==> config.mk <==
export PLATFORM = sky130hd
export DESIGN_NAME = dpram_fifo_ctrl_flat
export DESIGN_NICKNAME = d
export VERILOG_FILES = /design/src/rtl/dpram_fifo_pkg.sv /design/src/rtl/dpram_fifo_ctrl_if.sv /design/src/rtl/fifo_ptr.sv /design/src/rtl/dpram_fifo_ctrl.sv /design/src/flat_wrapper.sv
export SDC_FILE = /design/constraint.sdc
export NUM_CORES = 1
export LEC_CHECK = 0
export ABC_CLOCK_PERIOD_IN_PS = 3300
export BUFFER_PORTS_ARGS = -buffer_cell sky130_fd_sc_hd__buf_2
export CORE_AREA = 3 3 96 98
export DETAILED_ROUTE_END_ITERATION = 16
export DIE_AREA = 0 0 99 101
export GPL_ROUTABILITY_DRIVEN = 0
export PLACE_DENSITY = 0.83
export SLEW_MARGIN = 20
export SYNTH_ARGS = -nofsm -noshare
export SYNTH_HDL_FRONTEND = slang
export SYNTH_HIERARCHICAL = 1
export SYNTH_SLANG_ARGS = --single-unit
==> constraint.sdc <==
create_clock -name clk -period 3.3 [get_ports clk]
set_input_delay 0.33 -clock clk [delete_from_list [all_inputs] [get_ports clk]]
set_output_delay 0.33 -clock clk [all_outputs]
set_load 0.005 [all_outputs]
==> src/rtl/dpram_fifo_pkg.sv <==
// Shared constants and types for the dual-port-RAM FIFO controller.
package dpram_fifo_pkg;
    localparam int ADDR_W_DEF = 10;
    localparam int DATA_W_DEF = 32;

    // RAM pointer and total-occupancy types at the default geometry
    typedef logic [0:ADDR_W_DEF-1] ptr_t;
    typedef logic [0:ADDR_W_DEF]   cnt_t;
endpackage

==> src/rtl/dpram_fifo_ctrl_if.sv <==
// Push/pop handshake and external RAM port bundle for dpram_fifo_ctrl.
// Optional almost-full/almost-empty flags appear with FIFO_ALMOST_FLAGS_EN.
interface dpram_fifo_ctrl_if
    import dpram_fifo_pkg::*;
#(
    parameter int ADDR_W = ADDR_W_DEF,
    parameter int DATA_W = DATA_W_DEF
);
    logic              push_valid;
    logic              push_ready;
    logic [0:DATA_W-1] push_data;
    logic              pop_valid;
    logic              pop_ready;
    logic [0:DATA_W-1] pop_data;
    logic              ram_wen;
    logic [0:ADDR_W-1] ram_waddr;
    logic [0:DATA_W-1] ram_wdata;
    logic              ram_ren;
    logic [0:ADDR_W-1] ram_raddr;
    logic [0:DATA_W-1] ram_rdata;
    logic [0:ADDR_W]   count;
`ifdef FIFO_ALMOST_FLAGS_EN
    logic              almost_full;
    logic              almost_empty;
`endif

    // FIFO controller side
    modport slave (
        input  push_valid, push_data, pop_ready, ram_rdata,
        output push_ready, pop_valid, pop_data,
        output ram_wen, ram_waddr, ram_wdata, ram_ren, ram_raddr, count
`ifdef FIFO_ALMOST_FLAGS_EN
        , output almost_full, almost_empty
`endif
    );

    // Producer/consumer/RAM side
    modport master (
        output push_valid, push_data, pop_ready, ram_rdata,
        input  push_ready, pop_valid, pop_data,
        input  ram_wen, ram_waddr, ram_wdata, ram_ren, ram_raddr, count
`ifdef FIFO_ALMOST_FLAGS_EN
        , input almost_full, almost_empty
`endif
    );
endinterface

==> src/rtl/fifo_ptr.sv <==
// Wrapping W-bit address counter with increment enable and async reset.
module fifo_ptr #(
    parameter int W = 10
) (
    input  logic       clk,
    input  logic       rst,
    input  logic       inc,
    output logic [0:W-1] ptr
);
    // Advance by one per enable; natural overflow wraps 2**W-1 -> 0
    always_ff @(posedge clk or posedge rst) begin
        if (rst)      ptr <= '0;
        else if (inc) ptr <= ptr + W'(1);
    end
endmodule

==> src/rtl/dpram_fifo_ctrl.sv <==
// FIFO controller around an external dual-port RAM plus one registered
// output word. The RAM samples on the falling edge, so a read issued in a
// cycle returns data before the next rising edge.
// Optional macro: FIFO_ALMOST_FLAGS_EN adds almost_full/almost_empty.
module dpram_fifo_ctrl
    import dpram_fifo_pkg::*;
#(
    parameter int ADDR_W   = ADDR_W_DEF,
    parameter int DATA_W   = DATA_W_DEF,
    parameter int AF_LEVEL = 1020,
    parameter int AE_LEVEL = 4
) (
    input logic             clk,
    input logic             rst,
    dpram_fifo_ctrl_if.slave bus
);
    localparam logic [0:ADDR_W] CNT_FULL = {1'b1, {ADDR_W{1'b0}}};
    localparam logic [0:ADDR_W] CNT_ONE  = {{ADDR_W{1'b0}}, 1'b1};

    logic [0:ADDR_W]   ram_cnt;
    logic [0:ADDR_W]   ram_cnt_next;
    logic [0:ADDR_W-1] wr_ptr;
    logic [0:ADDR_W-1] rd_ptr;
    logic              push_accept;
    logic              rd_en;
    logic              pop_valid_next;

    // ram_cnt is registered, so a word written this cycle is not readable
    // until the next one; this keeps same-address read/write apart.
    assign bus.push_ready = !rst && (ram_cnt != CNT_FULL);
    assign push_accept    = bus.push_valid && bus.push_ready;
    assign rd_en          = !rst && (ram_cnt != '0) && (!bus.pop_valid || bus.pop_ready);

    assign bus.ram_wen   = push_accept;
    assign bus.ram_waddr = wr_ptr;
    assign bus.ram_wdata = bus.push_data;
    assign bus.ram_ren   = rd_en;
    assign bus.ram_raddr = rd_ptr;

    fifo_ptr #(.W(ADDR_W)) u_wr_ptr (.clk(clk), .rst(rst), .inc(push_accept), .ptr(wr_ptr));
    fifo_ptr #(.W(ADDR_W)) u_rd_ptr (.clk(clk), .rst(rst), .inc(rd_en),       .ptr(rd_ptr));

    // Next-state occupancy of the RAM and of the output register
    always_comb begin
        ram_cnt_next = ram_cnt;
        case ({push_accept, rd_en})
            2'b10:   ram_cnt_next = ram_cnt + CNT_ONE;
            2'b01:   ram_cnt_next = ram_cnt - CNT_ONE;
            default: ram_cnt_next = ram_cnt;
        endcase
        pop_valid_next = bus.pop_valid;
        if (rd_en)                              pop_valid_next = 1'b1;
        else if (bus.pop_valid && bus.pop_ready) pop_valid_next = 1'b0;
    end

    // RAM word count register
    always_ff @(posedge clk or posedge rst) begin
        if (rst) ram_cnt <= '0;
        else     ram_cnt <= ram_cnt_next;
    end

    // Output register: refilled from RAM on read, emptied on a bare pop
    always_ff @(posedge clk or posedge rst) begin
        if (rst) begin
            bus.pop_valid <= 1'b0;
            bus.pop_data  <= '0;
        end else begin
            bus.pop_valid <= pop_valid_next;
            if (rd_en) bus.pop_data <= bus.ram_rdata;
        end
    end

    assign bus.count = ram_cnt + {{ADDR_W{1'b0}}, bus.pop_valid};

`ifdef FIFO_ALMOST_FLAGS_EN
    logic [0:ADDR_W] count_next;
    assign count_next = ram_cnt_next + {{ADDR_W{1'b0}}, pop_valid_next};

    // Flags registered from next-state count so they line up with count
    always_ff @(posedge clk or posedge rst) begin
        if (rst) begin
            bus.almost_full  <= 1'b0;
            bus.almost_empty <= 1'b1;
        end else begin
            bus.almost_full  <= (count_next >= (ADDR_W+1)'(AF_LEVEL));
            bus.almost_empty <= (count_next <= (ADDR_W+1)'(AE_LEVEL));
        end
    end
`endif
endmodule

==> src/flat_wrapper.sv <==
// flat-port wrapper written by rule: the top's interface ports become plain ports
module dpram_fifo_ctrl_flat import dpram_fifo_pkg::*;
#(
    parameter int ADDR_W   = ADDR_W_DEF,
    parameter int DATA_W   = DATA_W_DEF,
    parameter int AF_LEVEL = 1020,
    parameter int AE_LEVEL = 4
)
  (clk, rst, bus_push_valid, bus_push_data, bus_pop_ready, bus_ram_rdata, bus_push_ready, bus_pop_valid, bus_pop_data, bus_ram_wen, bus_ram_waddr, bus_ram_wdata, bus_ram_ren, bus_ram_raddr, bus_count);
  dpram_fifo_ctrl_if #(.ADDR_W(ADDR_W), .DATA_W(DATA_W)) bus_i ();
  input logic clk;
  input logic rst;
  input wire logic [$bits(bus_i.push_valid)-1:0] bus_push_valid;
  input wire logic [$bits(bus_i.push_data)-1:0] bus_push_data;
  input wire logic [$bits(bus_i.pop_ready)-1:0] bus_pop_ready;
  input wire logic [$bits(bus_i.ram_rdata)-1:0] bus_ram_rdata;
  output wire logic [$bits(bus_i.push_ready)-1:0] bus_push_ready;
  output wire logic [$bits(bus_i.pop_valid)-1:0] bus_pop_valid;
  output wire logic [$bits(bus_i.pop_data)-1:0] bus_pop_data;
  output wire logic [$bits(bus_i.ram_wen)-1:0] bus_ram_wen;
  output wire logic [$bits(bus_i.ram_waddr)-1:0] bus_ram_waddr;
  output wire logic [$bits(bus_i.ram_wdata)-1:0] bus_ram_wdata;
  output wire logic [$bits(bus_i.ram_ren)-1:0] bus_ram_ren;
  output wire logic [$bits(bus_i.ram_raddr)-1:0] bus_ram_raddr;
  output wire logic [$bits(bus_i.count)-1:0] bus_count;
  assign bus_i.push_valid = bus_push_valid;
  assign bus_i.push_data = bus_push_data;
  assign bus_i.pop_ready = bus_pop_ready;
  assign bus_i.ram_rdata = bus_ram_rdata;
  assign bus_push_ready = bus_i.push_ready;
  assign bus_pop_valid = bus_i.pop_valid;
  assign bus_pop_data = bus_i.pop_data;
  assign bus_ram_wen = bus_i.ram_wen;
  assign bus_ram_waddr = bus_i.ram_waddr;
  assign bus_ram_wdata = bus_i.ram_wdata;
  assign bus_ram_ren = bus_i.ram_ren;
  assign bus_ram_raddr = bus_i.ram_raddr;
  assign bus_count = bus_i.count;
  dpram_fifo_ctrl #(.ADDR_W(ADDR_W), .DATA_W(DATA_W), .AF_LEVEL(AF_LEVEL), .AE_LEVEL(AE_LEVEL)) u_core (.clk(clk), .rst(rst), .bus(bus_i));
endmodule
# Word level (Yosys, flattened, before mapping)
# Index checks and enable logic that the tools add are counted.
# classes
add_sub_neg	5
eq_ne	3
n_mux	3
reduce_logical	11
# ops
operator	count
one-hot mux 11 bit (2 select lines)	1
adder 10 x 1 -> 10 bit, second input constant	2
adder 11 x 1 -> 11 bit	1
adder 11 x 1 -> 11 bit, second input constant	1
!= test 11 bit, second input constant	1
nonzero test 11 bit	1
subtractor 11 x 1 -> 11 bit, second input constant	1
logical AND 1 bit	5
nonzero test 2 bit	2
== test 2 x 1 -> 1 bit, second input constant	1
== test 2 bit, second input constant	1
zero test 1 bit	2
two-way mux 1 bit	2
logical OR 1 bit	1
# word_totals
register_bits	64
in_bits	68
output_inout_bits	99
elab_cells	27

# Logic depth before layout (Yosys ltp)
# depth
ltp_word	5
ltp_mapped	16
ltp_nobuf	13

# By module
# Netlist, hierarchy kept.
# modules_own_cells
module	n_inst	cells_per_inst	area_per_inst_um2	seq_area_each_um2
dpram_fifo_ctrl	1	233	2585.0	1101.1
fifo_ptr	2	37	452.9	250.2

# Worst setup path before layout
# OpenSTA, ideal clock, no wires.
# synth_timing
kind	input port to flip-flop
startpoint	input port rst
endpoint	register u_core/ram_cnt[1] in the netlist's numbering
setup_ns	0.122
arrival_ns	3.880
required_time_ns	3.178
path_slack_ns	-0.701
cell_stages	12
path_buffers	2
path_cell_list	inv_1 -> o21ai_1 -> nand2b_1 -> buf_4 -> buf_6 -> inv_1 -> ha_1 -> ha_1 -> and3_1 -> a2111o_1 -> or3_1 -> a32o_1
# synth_via
elab_chain_len	5
word_cells_on_any_way	9
classes_between	eq/ne: 2; mux: 1; reduce/logical: 6
# synth_rtl
element	line	source
from (decl)	flat_wrapper.sv:12	input logic rst;
zero test 1 bit *	dpram_fifo_ctrl.sv:32	assign rd_en = !rst && (ram_cnt != '0) && (!bus.pop_valid || bus.pop_ready);
logical AND 1 bit * (2 in series)	dpram_fifo_ctrl.sv:32	
via bus_ram_ren	flat_wrapper.sv:23	output wire logic [$bits(bus_i.ram_ren)-1:0] bus_ram_ren;
== test 2 x 1 -> 1 bit or == test 2 bit (tied branches)	dpram_fifo_ctrl.sv:46	case ({push_accept, rd_en})
one-hot mux 11 bit (2 select lines) or nonzero test 2 bit (tied branches)	n/a	
to (signal assigned)	dpram_fifo_ctrl.sv:59	else ram_cnt <= ram_cnt_next;
to (decl)	dpram_fifo_ctrl.sv:20	logic [0:ADDR_W] ram_cnt;
# The timed path passes the listed nets; every way through them passes the cells marked *.
# A chain may end at the register's enable or synchronous reset.

# Final worst setup path
# layout_timing
startpoint	register u_core/ram_cnt[9] in the netlist's numbering
endpoint	register u_core/ram_cnt[0] in the netlist's numbering
# layout_via
elab_chain_len	5
word_cells_on_any_way	12
classes_between	add/sub: 2; eq/ne: 3; mux: 1; reduce/logical: 6
# layout_rtl
element
parallel branches: the longest is 5 deep, another holds subtractor 11 x 1 -> 11 bit
# Parallel ways; which one is timed is not known.

==> qor.yml <==
worstPathMaxFanout: 9
combinationalPowerShare_pct: 41.7
synthArstFlopShare_pct: 100
tightest_slew_ns: 0.536
dp_slack_ns: 0.0761
antenna_found_initial: 0
io_buffers: 102
busiest_layer: "met2"
leakagePower_uw: 0.00210
switchingPower_uw: 1150
cts_buffer_depth: 2
outcome: "finished clean"
synth_area_per_cell_um2: 11.4
antenna_cells: 0
syn-num-nets: 390
htree_levels: 3
post_drt_wl_per_cell_um: 14.6
drc: 0
use_met3_pct: 4.22
synth_area_um2: 3490
fin_crit_ns: 3.20
arrival_ns: 3.45
wl_um: 7470
final_max_slew_viol_count: 0
die_w_um: 99
grt_setup_unrepaired: "true"
peakVddDrop_uv: 279
powerDensity_nw_per_um2: 739
setup_slack_ns: 0.0967
yosysUniqueCellTypes: 47
vias: 2539
syn_inst: 307
yosysWarnings: 6
pwr-share-seq_pct: 37.8
synth-edff-count: 0
io_pins: 167
syn2layout_area_growth_pct: 23.4
dp_hpwl_um: 5670
clkSinkCount: 64
die_y_um: 101
ys_seq_elements: 64
max-slew-margin-rel_pct: 64.3
fillerInstances: 763
grt_max_degree: 45
cp.required_ns: 3.55
layout_common_cells: "102 x buf_2, 61 x dfrtp_1, 29 x mux2_1"
finalNetCount: 482
setup_viol: 0
core_um2: 8550
period_share_pct: 97.1
fin_cells: 512
clock_power_share_pct: 20.5
hold_viol: 0
p_sw_share_pct: 36.2
start_util_pct: 40.8
cts-buffers-inserted: 9
reg2reg_slack_ns: 0.1
clkSlewWorstSetupHoldPaths_ns: 0.08
dieArea_um2: 10000
clock-skew-final_ns: 0.0124
setup-tns-final_ns: 0
maxCapViolCount: 0
clk_latency_ns: 0.33
holdWs_ns: 0.0165
ctsHoldBuffers: 0
p_int_uw: 2030
hp-class: "primary input to asynchronous set/reset pin"
grt.total_usage_pct: 14.7
synth_flop_cell: "dfrtp_1"
rows: 34
end_kind: "register"
gr-total-overflow: 0
clock-root-buffer: "clkbuf_8"
ant_nets: 0
layout_commonest_cell: "buf_2"
tritoncts: "yes"
first_iter_violations: 87
vias_per_cell: 4.96
dp_cells: 483
use_met2_pct: 25.4
use_met1_pct: 17.7
criticalPathCategory: "register to register"
cp-start-kind: "register"
drive_gt1_share_pct: 42.3
grt_pass1_wl_um: 12100
fmax_ghz: 0.312
dr.pass1.iters: 4
ys_seq_area_share_pct: 45.9
grt_pass1_vias: 2552
-- worst max-delay path: stages, from the launching register on --
cell and delay (ns):
dfrtp_2 0.43, nor4_2 0.26, nand3_1 0.17, o21ai_2 0.21, nand2b_4 0.17, inv_4 0.06, ha_4 0.19, buf_4 0.14
ha_4 0.22, nor2b_1 0.14, o31a_1 0.29, o31a_1 0.37, mux2_4 0.32, nor3_2 0.15
-- synthesized netlist by cell type (2+ instances only) --
master,instances,area (µm²)
dfrtp_1,64,1600
o21ai_0,7,35.0
nor2_1,11,41.3
buf_2,2,10.0
and3_1,6,37.5
nand4_1,6,37.5
a21oi_1,3,15.0
xor2_1,14,123
nor4_1,3,18.8
nand3_1,12,60.1
buf_6,4,45.0
and4_1,3,26.3
mux2_1,29,327
mux2_2,5,56.3
buf_4,33,248
o31a_1,2,17.5
inv_1,10,37.5
o31ai_1,2,15.0
o21a_1,4,30.0
nand4_2,2,25.0
nand2b_1,2,12.5
a21o_1,6,45.0
xnor2_1,18,158
nand2_1,17,63.8
clkbuf_1,2,7.51
ha_1,14,175
nor3_2,4,40.0
nor3_1,3,15.0
-- sequential cells by signal, summed over array words and instances (netlist names) --
| name | count |
|---|---|
| u_core/bus.pop_data | 32 |
| u_core/ram_cnt | 11 |
| u_core/u_rd_ptr/ptr | 10 |
| u_core/u_wr_ptr/ptr | 10 |
| u_core/bus.pop_valid | 1 |
-- routing by layer --
metal  up-vias  part of all wire [%]  wire [µm]
li1       1235                     -          -
met1      1195                    41       3070
met2        99                    50       3770
met3        10                   7.6        565
met4         0                  0.88         66
met5         -                     0          0
-- cell type report --
| type | instances | area (µm²) | share of cell area, % |
|---|---|---|---|
| clock buffer | 10 | 128 | 2.96 |
| clock inverter | 6 | 68.8 | 1.60 |
| inverter | 10 | 43.8 | 1.02 |
| multi-input combinational | 191 | 1660 | 38.4 |
| sequential | 64 | 1610 | 37.3 |
| tap | 108 | 135 | 3.14 |
| timing repair buffer | 123 | 672 | 15.6 |
-- final timing paths --
path / startpoint / to / cells past startpoint
max: u_core/ram_cnt[9] / u_core/ram_cnt[0] / 13
min: rst / u_core/u_wr_ptr/ptr[0] / 2
max reg2reg: u_core/ram_cnt[9] / u_core/ram_cnt[0] / 13
min reg2reg: u_core/u_wr_ptr/ptr[0] / u_core/u_wr_ptr/ptr[0] / 1
max in group asynchronous: rst / u_core/ram_cnt[5] / 3
min in group clk: bus_ram_rdata[1] / u_core/bus.pop_data[30] / 2
-- power groups by stage --
| stage | Clock (µW) | Combinational, µW | Sequential (µW) |
|---|---|---|---|
| final | 653 | 1330 | 1200 |
| after global placement | 0 | 1220 | 1200 |
| after detailed placement | 0 | 1250 | 1210 |
| after global routing | 715 | 1470 | 1240 |
| after CTS | 680 | 1260 | 1200 |
| after floorplan | 0 | 770 | 1230 |
-- through the flow --
| step | power, µW | util, % | instance area, µm² |
|---|---|---|---|
| 3_5_place_dp | 2470 | 46.4 | 3970 |
| 6_report | 3180 | 50.4 | 4310 |
| 4_1_cts | 3140 | 48.7 | 4160 |
| 2_1_floorplan | 2000 | - | 3580 |
| 3_3_place_gp | 2420 | 46.4 | 3970 |
| 5_1_grt | 3430 | 50.4 | 4310 |
-- cell families (layout without fill, tap and decap cells) --
| kind of cell | Yosys count | in the layout | synth area share [%] |
|---|---|---|---|
| AND/OR/NAND/NOR | 73 | 73 | 11.6 |
| flip-flops | 64 | 64 | 45.9 |
| buffers and inverters | 52 | 149 | 10.1 |
| multiplexers | 36 | 36 | 11.7 |
| AO/OA/AOI/OAI | 35 | 35 | 7.13 |
| XOR/XNOR | 32 | 32 | 8.03 |
| adder cells (fa/ha/maj) | 15 | 15 | 5.59 |
-- repair_timing --
item | CTS | global route
setup buffers | 0 | 13
endpoints found under the setup margin | 0 | 5
gates resized for setup | 0 | 15
Note: power is estimated with default switching activity, not from simulation.
